`config.mk`:
```
export PLATFORM = sky130hd
export DESIGN_NAME = mem_port_arbiter
export DESIGN_NICKNAME = d
export VERILOG_FILES = /design/src/rtl/mem_port_arbiter.sv
export SDC_FILE = /design/constraint.sdc
export NUM_CORES = 1
export LEC_CHECK = 0
export CAP_MARGIN = 20
export CORE_MARGIN = 5
export CORE_UTILIZATION = 42
export CTS_CLUSTER_DIAMETER = 80
export CTS_CLUSTER_SIZE = 10
export DETAILED_ROUTE_END_ITERATION = 6
export GPL_ROUTABILITY_DRIVEN = 0
export GPL_TIMING_DRIVEN = 0
export PLACE_DENSITY = 0.9
export RECOVER_POWER = 100
export SYNTH_ARGS = -nofsm -noshare
export SYNTH_HDL_FRONTEND = slang
export SYNTH_SLANG_ARGS = --single-unit
export TNS_END_PERCENT = 50
```
`constraint.sdc`:
```
create_clock -name clk -period 2 [get_ports clk]
set_input_delay 0.3 -clock clk [delete_from_list [all_inputs] [get_ports clk]]
set_output_delay 0.3 -clock clk [all_outputs]
set_load 0.03 [all_outputs]
```
`src/rtl/mem_port_arbiter.sv`:
```
// Serialises the CPU fetch port and data port onto one single-ported memory.
// Data wins by default; a streak limit keeps fetch from starving.
module mem_port_arbiter #(
    parameter int AW            = 32,
    parameter int DW            = 32,
    parameter int MAX_DM_STREAK = 4,
    parameter int TIMEOUT       = 64
) (
    input  logic          clk,
    input  logic          rst,
    input  logic          if_req,
    input  logic [AW-1:0] if_addr,
    output logic [DW-1:0] if_rdata,
    output logic          if_ack,
    input  logic          dm_req,
    input  logic          dm_we,
    input  logic [AW-1:0] dm_addr,
    input  logic [DW-1:0] dm_wdata,
    output logic [DW-1:0] dm_rdata,
    output logic          dm_ack,
    output logic          mem_req,
    output logic          mem_we,
    output logic [AW-1:0] mem_addr,
    output logic [DW-1:0] mem_wdata,
    input  logic [DW-1:0] mem_rdata,
    input  logic          mem_ack,
    output logic          bus_err,
    output logic          grant_dm,
    output logic [1:0]    fsm_state
);

    // Handshake: a requester holds req (and its address/data) until it sees a
    // one-cycle ack; toward memory, mem_req stays high until mem_ack or timeout.
    typedef enum logic [1:0] {
        IDLE = 2'd0,
        BUSY = 2'd1,
        RESP = 2'd2
    } state_t;

    localparam logic [3:0] STREAK_MAX = 4'(MAX_DM_STREAK);
    localparam logic [7:0] TMO_LAST   = 8'(TIMEOUT - 1);
    localparam bit         TMO_EN     = (TIMEOUT != 0);
    localparam logic [DW-1:0] ERR_DATA = DW'(32'hDEADBEEF);

    state_t        state, state_nx;
    logic [3:0]    streak, streak_nx;
    logic [7:0]    tmo_cnt, tmo_cnt_nx;
    logic          mem_req_nx, mem_we_nx, if_ack_nx, dm_ack_nx, bus_err_nx, grant_dm_nx;
    logic [AW-1:0] mem_addr_nx;
    logic [DW-1:0] mem_wdata_nx, if_rdata_nx, dm_rdata_nx;
    logic          pick_dm;

    // Byte offsets are discarded by word alignment.
    logic unused_addr_bits;
    assign unused_addr_bits = ^{if_addr[1:0], dm_addr[1:0]};

    assign fsm_state = state;
    assign pick_dm   = dm_req && (!if_req || (streak < STREAK_MAX));

    always_comb begin
        state_nx     = state;
        streak_nx    = streak;
        tmo_cnt_nx   = tmo_cnt;
        mem_req_nx   = mem_req;
        mem_we_nx    = mem_we;
        mem_addr_nx  = mem_addr;
        mem_wdata_nx = mem_wdata;
        if_rdata_nx  = if_rdata;
        dm_rdata_nx  = dm_rdata;
        grant_dm_nx  = grant_dm;
        if_ack_nx    = 1'b0;
        dm_ack_nx    = 1'b0;
        bus_err_nx   = 1'b0;

        case (state)
            IDLE: begin
                if (if_req || dm_req) begin
                    state_nx    = BUSY;
                    mem_req_nx  = 1'b1;
                    tmo_cnt_nx  = 8'd0;
                    grant_dm_nx = pick_dm;
                    if (pick_dm) begin
                        mem_we_nx    = dm_we;
                        mem_addr_nx  = {dm_addr[AW-1:2], 2'b00};
                        mem_wdata_nx = dm_wdata;
                        // Only a waiting fetch makes a data grant count toward the limit.
                        if (!if_req)
                            streak_nx = 4'd0;
                        else if (streak != 4'hF)
                            streak_nx = streak + 4'd1;
                    end else begin
                        mem_we_nx    = 1'b0;
                        mem_addr_nx  = {if_addr[AW-1:2], 2'b00};
                        mem_wdata_nx = '0;
                        streak_nx    = 4'd0;
                    end
                end
            end
            BUSY: begin
                if (mem_ack) begin
                    state_nx   = RESP;
                    mem_req_nx = 1'b0;
                    if (grant_dm) begin
                        dm_rdata_nx = mem_rdata;
                        dm_ack_nx   = 1'b1;
                    end else begin
                        if_rdata_nx = mem_rdata;
                        if_ack_nx   = 1'b1;
                    end
                end else if (TMO_EN && (tmo_cnt == TMO_LAST)) begin
                    state_nx   = RESP;
                    mem_req_nx = 1'b0;
                    bus_err_nx = 1'b1;
                    if (grant_dm) begin
                        dm_rdata_nx = ERR_DATA;
                        dm_ack_nx   = 1'b1;
                    end else begin
                        if_rdata_nx = ERR_DATA;
                        if_ack_nx   = 1'b1;
                    end
                end else begin
                    tmo_cnt_nx = tmo_cnt + 8'd1;
                end
            end
            RESP:    state_nx = IDLE;
            default: state_nx = IDLE;
        endcase
    end

    always_ff @(posedge clk or negedge rst) begin
        if (!rst) begin
            state     <= IDLE;
            streak    <= 4'd0;
            tmo_cnt   <= 8'd0;
            mem_req   <= 1'b0;
            mem_we    <= 1'b0;
            mem_addr  <= '0;
            mem_wdata <= '0;
            if_rdata  <= '0;
            dm_rdata  <= '0;
            if_ack    <= 1'b0;
            dm_ack    <= 1'b0;
            bus_err   <= 1'b0;
            grant_dm  <= 1'b0;
        end else begin
            state     <= state_nx;
            streak    <= streak_nx;
            tmo_cnt   <= tmo_cnt_nx;
            mem_req   <= mem_req_nx;
            mem_we    <= mem_we_nx;
            mem_addr  <= mem_addr_nx;
            mem_wdata <= mem_wdata_nx;
            if_rdata  <= if_rdata_nx;
            dm_rdata  <= dm_rdata_nx;
            if_ack    <= if_ack_nx;
            dm_ack    <= dm_ack_nx;
            bus_err   <= bus_err_nx;
            grant_dm  <= grant_dm_nx;
        end
    end

endmodule

```
==> impl_metrics.env, run 1 <==
export IMPL_path_class="reg2out"
export IMPL_setup_viol=0
export IMPL_slowest_delay_ns=0.73
export IMPL_multi_input_area_um2=2120
export IMPL_crit_chain="clkdlybuf4s50_1"
export IMPL_rsz0062_at_grt="yes"
export IMPL_power_density_nw_per_um2=1790
export IMPL_power_mw=17.0
export IMPL_cts_buffers=17
export IMPL_cp_arrival_ns=1.64
export IMPL_status="finished clean"
export IMPL_n_fill_cell=1021
export IMPL_first_global_vias=5443
export IMPL_drive_gt1_share_pct=9.14
export IMPL_fin_crit_sh_pct=97.0
export IMPL_synth_edf_count=0
export IMPL_final_common_cell="clkdlybuf4s50_1"
export IMPL_ys_ff_latch=146
export IMPL_leakage_nw=4.08
export IMPL_clockBufferDepth=2
export IMPL_dpl_hpwl_mm=14.5
export IMPL_slew_violations=0
export IMPL_reg2reg_slack_ns=0.06
export IMPL_port_buffer_count=263
export IMPL_antenna_cells=0
export IMPL_crit_cells=1
export IMPL_synthFlopType="dfrtp_1"
export IMPL_antenna_found_initial=0
export IMPL_synth_warnings=0
export IMPL_clock_fmax_mhz=515
export IMPL_drc_errors=0
export IMPL_clk_latency_ns=0.41
export IMPL_endpoint_kind="output pin"
export IMPL_grt_max_degree=97
export IMPL_root_buffer="clkbuf_16"
export IMPL_nets=965
export IMPL_worstSetupStartpointType="flop"
export IMPL_layout_common_cells="262 x clkdlybuf4s50_1, 146 x dfrtp_1, 116 x nand2_1"
export IMPL_drt_first_pass_iters=4
export IMPL_die_area_um2=16800
export IMPL_worst_pin_slew_ns=0.864
export IMPL_hold_viol=0
export IMPL_worst_path_buf_inv=1
export IMPL_r2r_end="if_rdata[28]"
export IMPL_boundaryPins=270
export IMPL_grt_pass1_wl_mm=29.1
export IMPL_die_width_um=129
export IMPL_row_count=43
export IMPL_reg2regPathDepth=8
export IMPL_syn_area_um2=5990
export IMPL_synth_area_per_cell_um2=11.0
export IMPL_hp_class="in2async"
export IMPL_yosysSeqAreaShare_pct=61.0
export IMPL_seq_area_um2=3650
export IMPL_grt_usage_pct=22.4
export IMPL_fin_worst_skew_ns=0.00678
export IMPL_cts_max_level=4
export IMPL_cap_violations=0
export IMPL_postRouteWirelength_mm=18.9
export IMPL_clock_sinks=146
export IMPL_cp_slowest_cell="clkdlybuf4s50_1"
export IMPL_wire_per_inst_um=18.4
export IMPL_drt_iter0_markers=242
export IMPL_via_per_inst=5.27
export IMPL_max_vdd_ir_drop_mv=0.798
export IMPL_postRouteAntennaNets=0
export IMPL_area_delta_synth_final_pct=58.7
export IMPL_vias=5389
export IMPL_timing_rr_start="tmo_cnt[0]"
export IMPL_synth_cells=543
export IMPL_critical_path_required_ns=1.70
export IMPL_initial_utilization_pct=43.0
export IMPL_placed_cells=988
export IMPL_tritoncts="built"
export IMPL_die_y_um=129
export IMPL_slew_limit_headroom_pct=42.4
export IMPL_fin_crit_ns=1.94
export IMPL_path_clk_slew_ns=0.06
export IMPL_finish_utilization_pct=68.2
export IMPL_core_area_um2=13900
export IMPL_instances_no_fill=1022
export IMPL_crit_fanout=5
export IMPL_critical_path_top_delay_family="buffers and inverters"
export IMPL_grt_overflow_total=0
export IMPL_yosysUniqueCellTypes=42
export IMPL_ys_async_sr_fraction_pct=100
-- worst max-delay path by stage --
| stage | startpoint | end | slack, ns |
|---|---|---|---|
| floorplan | tmo_cnt[0] | if_rdata[0] | 0.26 |
| global placement | rst | mem_addr[30] | -5.10 |
| detailed placement | if_req | mem_wdata[16] | -0.37 |
| CTS | fsm_state[0] | mem_wdata[1] | 0.009 |
| global route | tmo_cnt[0] | if_rdata[28] | -0.03 |
| finish | grant_dm | grant_dm | 0.06 |
-- layout make-up --
type                            count  share of cell area (%)
Buffer                             43                    2.34
Clock buffer                       19                    4.66
Clock inverter                     13                    1.68
Inverter                            3                   0.197
Multi-Input combinational cell    352                    22.3
Sequential cell                   146                    38.4
Tap cell                          180                    2.37
Timing Repair Buffer              266                    28.0
-- cell usage after synthesis, types with 2 or more instances --
cell type  number  area (um^2)
a21oi_1         7         35.0
a2bb2oi_1      25          219
a31oi_1         2         12.5
a32o_1          8         80.1
and2_1          2         12.5
and3_1          3         18.8
buf_2           6         30.0
buf_4           4         30.0
buf_6           2         22.5
clkbuf_1       29          109
dfrtp_1       146         3650
ha_1            2         25.0
mux2i_1        30          300
nand2_1       116          435
nand3_1         5         25.0
nor2_1         27          101
nor3_1          2         10.0
o21a_1          4         30.0
o21ai_0        71          355
o2bb2ai_1       8         70.1
o32a_1          7         70.1
o32a_2         17          191
-- registers in the layout, summed over array words and instances, names as in the netlist, 2 cells and up --
| register | flops |
|---|---|
| dm_rdata | 32 |
| fsm_state | 2 |
| if_rdata | 32 |
| mem_addr | 30 |
| mem_wdata | 32 |
| streak | 4 |
| tmo_cnt | 8 |
-- where the power goes --
| group | switching, mW | leakage (nW) | internal, mW | total, mW |
|---|---|---|---|---|
| combinational | 5.10 | 2.00 | 3.54 | 8.64 |
| clock | 1.22 | 0.293 | 1.99 | 3.21 |
| sequential | 0.857 | 1.78 | 4.33 | 5.19 |
-- repair_timing --
action	in CTS	in global routing
resized for setup	4	14
setup buffers	0	1
hold buffers	1	0
endpoints found under the hold margin	50	0
pin swaps	0	1
setup endpoints to repair	33	67
-- logic make-up (layout without fill, tap and decap cells) --
family | count (synthesis) | after routing | synth area share, %
buffers and inverters | 46 | 344 | 3.78
adder cells (fa/ha/maj) | 2 | 2 | 0.418
AND/OR/NAND/NOR | 162 | 162 | 11.1
other | 1 | 2 | 0.0626
multiplexers | 30 | 30 | 5.01
flip-flops | 146 | 146 | 61.0
AO/OA/AOI/OAI | 156 | 156 | 18.7
-- routing by layer --
layer  vias up  GRT usage (%)  wire [um]
li1       2508              -          -
met1      2588           27.4       7290
met2       259           38.0       9230
met3        34           6.84       1920
met4         0           7.70        418
met5         -              0          0
-- per-stage QoR --
stage | hold WS [ns] | setup WS [ns] | area, um^2 | TNS (ns)
floorplan | 0.00441 | 0.255 | 5990 | 0
global placement | 0.460 | -5.10 | 8850 | -760.59
detailed placement | 0.275 | -0.366 | 8880 | -17.28
CTS | 0.412 | 0.00868 | 9500 | 0
global route | 0.437 | -0.0265 | 9510 | -0.427
finish | 0.415 | 0.0592 | 9510 | 0
No activity file was read; power rests on OpenSTA's default activity.
==> run 2, diff against run 1 <==
--- a/config.mk
+++ b/config.mk
@@ -6,10 +6,9 @@
 export NUM_CORES = 1
 export LEC_CHECK = 0
 export CAP_MARGIN = 20
-export CORE_MARGIN = 5
+export CORE_MARGIN = 2
 export CORE_UTILIZATION = 42
 export CTS_CLUSTER_DIAMETER = 80
-export CTS_CLUSTER_SIZE = 10
 export DETAILED_ROUTE_END_ITERATION = 6
 export GPL_ROUTABILITY_DRIVEN = 0
 export GPL_TIMING_DRIVEN = 0
==> run 2 against run 1 <==
  * Flip-flop and latch count is the same
  * Power grew 0.70%
  * Clock skew grew 0.0037 ns
  * Count of clock-buffer cells in the layout is the same
  * Cell count is the same
  * Fmax grew 0.98%
  * Wire length shrank 2.7%
  * Die area shrank 9.1%
  * Utilization grew 0.46 points
  * Via count shrank 0.13%
  * Non-clock buffer count is the same
  * First-iteration DRC count grew 19%
==> impl_metrics.env, run 2 (synthesized netlist as in run 1, its figures left out) <==
export IMPL_cts_max_level=4
export IMPL_slew_limit_headroom_pct=46.1
export IMPL_hp_class="in2async"
export IMPL_port_buffer_count=263
export IMPL_leakage_nw=4.08
export IMPL_grt_overflow_total=0
export IMPL_crit_start="grant_dm"
export IMPL_grt_usage_pct=24.4
export IMPL_clock_fmax_mhz=520
export IMPL_critical_path_top_delay_family="buffers and inverters"
export IMPL_antenna_cells=0
export IMPL_drt_iter0_markers=288
export IMPL_drt_first_pass_iters=5
export IMPL_crit_fanout=5
export IMPL_die_area_um2=15200
export IMPL_cp_arrival_ns=1.62
export IMPL_endpoint_kind="output pin"
export IMPL_die_y_um=123
export IMPL_cts_buffers=17
export IMPL_antenna_found_initial=0
export IMPL_final_common_cell="clkdlybuf4s50_1"
export IMPL_slew_violations=0
export IMPL_whs_ns=0.410
export IMPL_power_density_nw_per_um2=1800
export IMPL_setup_viol=0
export IMPL_critical_path_required_ns=1.70
export IMPL_clk_latency_ns=0.42
export IMPL_postRouteAntennaNets=0
export IMPL_tritoncts="built"
export IMPL_worst_pin_slew_ns=0.808
export IMPL_grt_pass1_wl_mm=28.2
export IMPL_worstSetupStartpointType="flop"
export IMPL_vias=5382
export IMPL_root_buffer="clkbuf_16"
export IMPL_grt_max_degree=89
export IMPL_core_area_um2=13900
export IMPL_reg2reg_slack_ns=0.08
export IMPL_drive_gt1_share_pct=9.38
export IMPL_clock_sinks=146
export IMPL_path_class="reg2out"
export IMPL_top_regs="dm_rdata x32, if_rdata x32, mem_wdata x32"
export IMPL_status="finished clean"
export IMPL_via_per_inst=5.27
export IMPL_fin_crit_sh_pct=96.1
export IMPL_worst_path_buf_inv=1
export IMPL_fin_crit_ns=1.92
export IMPL_cp_slowest_cell="clkdlybuf4s50_1"
export IMPL_dpl_hpwl_mm=13.7
export IMPL_die_width_um=123
export IMPL_max_vdd_ir_drop_mv=0.673
export IMPL_crit_chain="clkdlybuf4s50_1"
export IMPL_clockBufferDepth=2
export IMPL_rsz0062_at_grt="yes"
export IMPL_slowest_delay_ns=0.72
export IMPL_cap_violations=0
export IMPL_area_delta_synth_final_pct=59.2
export IMPL_layout_common_cells="262 x clkdlybuf4s50_1, 146 x dfrtp_1, 115 x nand2_1"
export IMPL_hold_viol=0
export IMPL_drc_errors=0
export IMPL_path_clk_slew_ns=0.06
export IMPL_n_fill_cell=1046
export IMPL_initial_utilization_pct=43.2
export IMPL_timing_rr_start="fsm_state[0]"
export IMPL_first_global_vias=5384
export IMPL_postRouteWirelength_mm=18.3
export IMPL_fin_worst_skew_ns=0.0105
export IMPL_boundaryPins=270
export IMPL_row_count=43
export IMPL_power_mw=17.2
export IMPL_wire_per_inst_um=18.0
export IMPL_nets=965
run 2: power by group:
| group | leakage [nW] | switching (mW) | internal [mW] |
|---|---|---|---|
| clock network | 0.302 | 1.29 | 2.05 |
| logic | 2.00 | 5.10 | 3.54 |
| registers | 1.78 | 0.847 | 4.33 |
run 2: worst reg2reg max path, delay by kind of cell (launching register included):
family,cells,cell delay [ns]
buf+inv,3,0.82
compound gates,1,0.23
flops,1,0.40
simple gates,3,0.38
run 2: final cells by class:
class                   instances  area (um^2)  share of cell area (%)
clock buffers                  19          453                    4.75
inverters                       3         18.8                   0.197
repair buffers                266         2660                    27.9
plain buffers                  43          220                    2.31
well taps                     180          225                    2.36
multi-input cells             352         2130                    22.3
clock inverters                13          174                    1.82
flip-flops and latches        146         3650                    38.3
run 2: timing repair:
action / 4_1_cts / 5_1_grt
hold buffers: 1 / 0
setup endpoints to repair: 37 / 69
endpoints found under the hold margin: 58 / 0
pin swaps: 0 / 1
setup buffers: 0 / 1
resized for setup: 6 / 10
run 2: worst paths after layout:
kind                            endpoint  cells after the start
max                             grant_dm                      1
min reg2reg                mem_wdata[31]                      2
max in group asynchronous  mem_wdata[29]                      3
min                         if_rdata[20]                      2
min in group clk           mem_wdata[21]                      3
max reg2reg                  dm_rdata[0]                      7
run 2: per-stage QoR:
| step | util, % | instances | TNS [ns] | setup WS [ns] | instance area [um^2] |
|---|---|---|---|---|---|
| 2_1_floorplan | - | 544 | 0 | 0.255 | 5990 |
| 4_1_cts | 68.7 | 1021 | 0 | 0.0377 | 9530 |
| 6_report | 68.7 | 1022 | 0 | 0.0780 | 9540 |
| 3_3_place_gp | 63.8 | 987 | -757.74 | -5.09 | 8850 |
| 5_1_grt | 68.7 | 1022 | -0.0907 | -0.0401 | 9540 |
| 3_5_place_dp | 64.0 | 988 | -19.79 | -0.396 | 8880 |
run 2: routing by layer:
layer  wire length (um)  vias up  global-route usage (%)
met1               7070     2597                    28.7
met5                  0        -                       0
met2               9090      260                    41.2
met4                343        0                    9.23
li1                   -     2495                       -
met3               1840       30                    8.49
==> run 3, diff against run 2 <==
==> constraint.sdc (replaced) <==
create_clock -name clk -period 2 [get_ports clk]
set_input_delay 0.3 -clock clk [delete_from_list [all_inputs] [get_ports clk]]
set_output_delay 0.3 -clock clk [all_outputs]
set_load 0.02 [all_outputs]
==> results of run 3 <==
The final DEF is identical to that of run 2. Status: finished clean.
Among the figures that moved: setup slack after layout 0.0780 ns -> 0.0803 ns; start point of the critical path grant_dm -> fsm_state[0]; end point of the critical path grant_dm -> dm_rdata[0]; total power 17.2 mW -> 16.2 mW; worst IR drop on VDD 0.673 mV -> 0.620 mV
